$ cat config.mk
export PLATFORM = sky130hd
export DESIGN_NAME = pad_th_sequencer
export DESIGN_NICKNAME = d
export VERILOG_FILES = /design/src/rtl/pad_th_sequencer.sv
export SDC_FILE = /design/constraint.sdc
export NUM_CORES = 1
export LEC_CHECK = 0
export BUFFER_PORTS_ARGS = -buffer_cell sky130_fd_sc_hd__buf_4
export CORE_MARGIN = 2
export CORE_UTILIZATION = 54
export CTS_CLUSTER_SIZE = 40
export DETAILED_ROUTE_END_ITERATION = 12
export PLACE_DENSITY_LB_ADDON = 0.15
export SLEW_MARGIN = 15
export SYNTH_ARGS = -nofsm -noshare
export SYNTH_HDL_FRONTEND = slang
export SYNTH_SLANG_ARGS = --single-unit
$ cat constraint.sdc
create_clock -name CLK -period 2.24 [get_ports CLK]
set_input_delay 0 -clock CLK [delete_from_list [all_inputs] [get_ports CLK]]
set_output_delay 0 -clock CLK [all_outputs]
set_load 0.01 [all_outputs]
$ cat src/rtl/pad_th_sequencer.sv
// TH edge sequencer for one pad port: snoops data/ctrl writes, tracks the 6-button phase and timeout.
// Optional TH_EDGE_STAT_EN adds an EDGE_CNT output counting the TH edges that advanced the phase.
module pad_th_sequencer #(
    parameter int PORT_ADDR = 1,
    parameter int TIMEOUT   = 11520,
    parameter int TW        = 14
) (
    input  logic       CLK,
    input  logic       RESET,
    input  logic       CE,
    input  logic       J3BUT,
    input  logic       SEL,
    input  logic [4:1] A,
    input  logic       RNW,
    input  logic [7:0] DI,
    output logic       TH_OUT,
    output logic [2:0] PHASE,
`ifdef TH_EDGE_STAT_EN
    output logic       BUSY,
    output logic [7:0] EDGE_CNT
`else
    output logic       BUSY
`endif
);

    typedef enum logic {
        IDLE,
        ACTIVE
    } state_t;

    localparam logic [3:0]    DATA_ADDR = 4'(PORT_ADDR);
    localparam logic [3:0]    CTRL_ADDR = 4'(PORT_ADDR + 3);
    localparam logic [TW-1:0] RELOAD    = TW'(TIMEOUT);

    logic [7:0]    data_reg;
    logic [7:0]    ctrl_reg;
    logic          th_prev;
    logic          th_edge;
    logic          wr;
    state_t        state, state_d;
    logic [2:0]    phase, phase_d;
    logic [TW-1:0] timer, timer_d;

    assign wr = SEL & ~RNW & CE;

    always_ff @(posedge CLK) begin
        if (RESET) begin
            data_reg <= 8'h00;
            ctrl_reg <= 8'h00;
        end else begin
            if (wr && A == DATA_ADDR) data_reg <= DI;
            if (wr && A == CTRL_ADDR) ctrl_reg <= DI;
        end
    end

    // An input-direction TH pin reads back as pulled high.
    assign TH_OUT  = ctrl_reg[6] ? data_reg[6] : 1'b1;
    assign th_edge = TH_OUT ^ th_prev;

    always_ff @(posedge CLK) begin
        if (RESET) begin
            th_prev <= 1'b1;
            state   <= IDLE;
            phase   <= 3'd0;
            timer   <= '0;
        end else begin
            th_prev <= TH_OUT;
            state   <= state_d;
            phase   <= phase_d;
            timer   <= timer_d;
        end
    end

    always_comb begin
        state_d = state;
        phase_d = phase;
        timer_d = timer;
        if (J3BUT) begin
            state_d = IDLE;
            phase_d = 3'd0;
            timer_d = '0;
        end else begin
            unique case (state)
                IDLE: begin
                    if (th_edge) begin
                        state_d = ACTIVE;
                        phase_d = 3'd1;
                        timer_d = RELOAD;
                    end
                end
                ACTIVE: begin
                    // An edge on the expiry cycle wins and keeps the sequence alive.
                    if (th_edge) begin
                        phase_d = phase + 3'd1;
                        timer_d = RELOAD;
                    end else if (CE && timer != '0) begin
                        timer_d = timer - TW'(1);
                    end else if (timer == '0) begin
                        state_d = IDLE;
                        phase_d = 3'd0;
                    end
                end
            endcase
        end
    end

    assign PHASE = phase;
    assign BUSY  = (state == ACTIVE);

`ifdef TH_EDGE_STAT_EN
    always_ff @(posedge CLK) begin
        if (RESET) begin
            EDGE_CNT <= 8'd0;
        end else if (th_edge && !J3BUT) begin
            EDGE_CNT <= EDGE_CNT + 8'd1;
        end
    end
`endif

    logic unused_bits;
    assign unused_bits = ^{data_reg[7], data_reg[5:0], ctrl_reg[7], ctrl_reg[5:0]};

endmodule
==> impl.org <==
** Timing
- The clock arrives with 0.00716 ns of skew.
- Timing would allow up to 485 MHz.
- Period minus WS final :: 2.06 ns
- Final setup viols :: 0
- On the final layout, the worst hold slack is 0.0403 ns.
- Worst relative slew slack :: a little under two thirds
- Setup repair after global routing left no endpoint under its margin.
- Total count of max-transition violations in the final report :: 0
- For the final routed database, the setup TNS stands at 0 ns.
- Count of endpoints failing hold in the final timing report :: 0
- Slew at the pin closest to its max-slew limit :: around 0.55 ns
- Fraction of the cycle the final worst path needs :: 92.1%

** Detailed routing
- Vias post-DR :: 1112
- Detail Route met2 WL :: ~1.4 mm
- After detailed routing, the average wire length per cell comes to approximately 15 um.
- Remaining antenna violation count :: 0
- DR pass1 iterations :: 4
- Top metal layer carrying routed signals :: met4
- Number of vias per cell after detailed routing :: a little over 6
- The detailed router put a total of around 1.2 mm of wire on met1.
- Number of remaining DRC errors :: 0
- Initial DRC count :: 29
- Met3 routed wirelength :: 104 um
- Wirelength, routed :: 2.74 mm

** Synth
- Synthesis inferred 21 register bits.
- Syn Nets :: 154
- Sequential elements use 33.9% of the synthesized area.
- Instance count of the mapped netlist :: 134
- For this run, asynchronously set or reset flops after synthesis account for 0%.
- In this run the mean area of a mapped cell was 9.26 um^2.
- Yosys printed 0 warnings.
- After synthesis, the netlist uses 45 different library cells.
- Most frequently used flop master after synthesis :: dfxtp_1
- Post-synthesis instance area :: 0.00124 mm^2
- Yosys mapped a number of flops with a built-in enable equal to 0.

** Floorplanning
- After floorplanning, the core was divided into 17 placement rows.
- Horizontal die dimension :: 51.9 um
- Die Height :: 51.9 um
- Full die area :: 0.00270 mm^2
- Core Footprint :: around 0.0022 mm^2
- Starting density of the core :: 56.7%
- 23 I/O pins were placed.

** Clock network
- Number of buffers created by CTS :: 3
- The tree is rooted in a clkbuf_4.
- Latest clock arrival within the worst-skew pair :: 0.32 ns
- Clock-pin slew on the worst setup and hold paths :: approximately 0.12 ns
- Number of gates resized after cts :: 0
- Buffers inserted to repair hold after CTS numbered 3.
- The clock drives 21 sinks.
- Post-CTS setup buffer count :: 0
- TritonCTS built the clock tree.
- The clock passes through at most 2 buffers.
- In this run the number of H-tree levels came out at 1.

** Layout
- Once layout is complete, the utilization of the core stands at approximately two thirds.
- Net count of the finished layout :: 177
- Max reg flops :: 14
- Layout-stage area growth over the synthesis result :: 16.9%
- Fill cells in the final layout number ~190.
- The number of antenna diodes in the final layout is 0.
- Top reg by flops :: timer
- The library cells used most frequently in the layout, excluding fill and tap cells, are dfxtp_1 (21), buf_4 (21), nand3_1 (13).
- Cells with a size suffix above 1 make up 25.0% of the layout.

** Placed design
- The congestion estimate from routability-driven global placement came to 0.829.
- Detailed Place HPWL :: 1.97 mm
- I/O Buffers :: 15

** Critical path
- Element type at the critical path end :: flip-flop
- Largest fanout on the critical path :: 5
- Class of the most critical setup path :: reg2reg
- For the worst setup path, the data required time is 2.50 ns.
- The worst setup path is launched from a flip-flop.
- Data arrives at the worst endpoint at 2.32 ns.

** Run
- Max-cap violations :: 0

** Global routing
- The initial antenna violation count came to 0.
- Maximum number of pins on one net before global-route repair :: 20
- Summed over all layers, the global routing overflow is 0.
- The number of global-route vias before repair came to approximately 1100.
- Global Route Usage Sum :: 24.4%
- First-pass GRT wire length :: 4.81 mm

** Hold path
- Min-delay worst type :: in2reg

** Power and ir drop
- Power per cell area :: 418 mW/mm^2
- Maximum resistive drop on vdd :: 0.000301 V
- Leakage power summed over all cells :: between 0.5 and 0.6 nW

** Run status
- The run finished with clean final reports.
## metrics by stage
| step | total power, mW | area (um^2) | std cells | worst slack, ns |
|---|---|---|---|---|
| 2_1_floorplan | 0.401 | 1240 | 134 | 0.360 |
| 3_3_place_gp | 0.420 | 1390 | 177 | 0.256 |
| 3_5_place_dp | 0.422 | 1390 | 177 | 0.240 |
| 4_1_cts | 0.615 | 1450 | 184 | 0.196 |
| 5_1_grt | 0.634 | 1450 | 184 | 0.0447 |
| 6_report | 0.607 | 1450 | 184 | 0.177 |
## kinds of logic after synthesis
logic type / synth area share (%)
AOI/OAI and AO/OA: 15.3
muxes: 8.87
xor gates and xnor gates: 2.12
DFF: 33.9
and+or+nand+nor: 33.7
buffers and inverters: 4.13
adders and majority gates: 2.02
## Yosys cell counts, drive strengths merged, types with 3 or more instances
cell	n	area, um^2
inv	3	11.3
nand2	8	30.0
nand3	13	65.1
o21ai	4	20.0
dfxtp	21	420
a21oi	12	60.1
nor4	3	48.8
or4	4	31.3
clkbuf	3	11.3
or3	9	66.3
a31oi	3	18.8
mux2i	11	110
nor2	6	22.5
## layer usage
| metal | vias up | global-route usage, % |
|---|---|---|
| met5 | - | 0 |
| met4 | 0 | 11.8 |
| met3 | 5 | 2.59 |
| met2 | 30 | 41.8 |
| met1 | 522 | 30.2 |
| li1 | 555 | - |
## critical path, cell delays in order (launching register included)
cell,delay [ns]
dfxtp_1,0.37
inv_1,0.10
ha_1,0.23
or3b_4,0.43
or3_4,0.41
o21ai_1,0.24
mux2i_1,0.21
## worst paths after layout
| kind | slack, ns | endpoint | from | cells after the start |
|---|---|---|---|---|
| setup / recovery | 0.18 | timer[0] | timer[0] | 6 |
| hold / removal | 0.04 | data_reg[6] | A[3] | 4 |
| setup reg to reg | 0.18 | timer[0] | timer[0] | 6 |
| hold reg to reg | 0.50 | PHASE[0] | PHASE[0] | 1 |
## layout make-up
class | instances | area [um^2] | area share [%]
clock buffer | 3 | 22.5 | 1.55
clock inverter | 1 | 5.00 | 0.345
inverter | 3 | 11.3 | 0.776
multi-input combinational | 104 | 769 | 53.0
sequential | 21 | 420 | 29.0
tap | 28 | 35.0 | 2.41
timing repair buffer | 24 | 188 | 12.9
## power by group
group | internal (mW) | total, mW | switching, mW
combinational | 0.0226 | 0.0423 | 0.0197
sequential | 0.374 | 0.374 | 0.000404
clock | 0.0669 | 0.190 | 0.123
(Power assumes the default switching activity.)
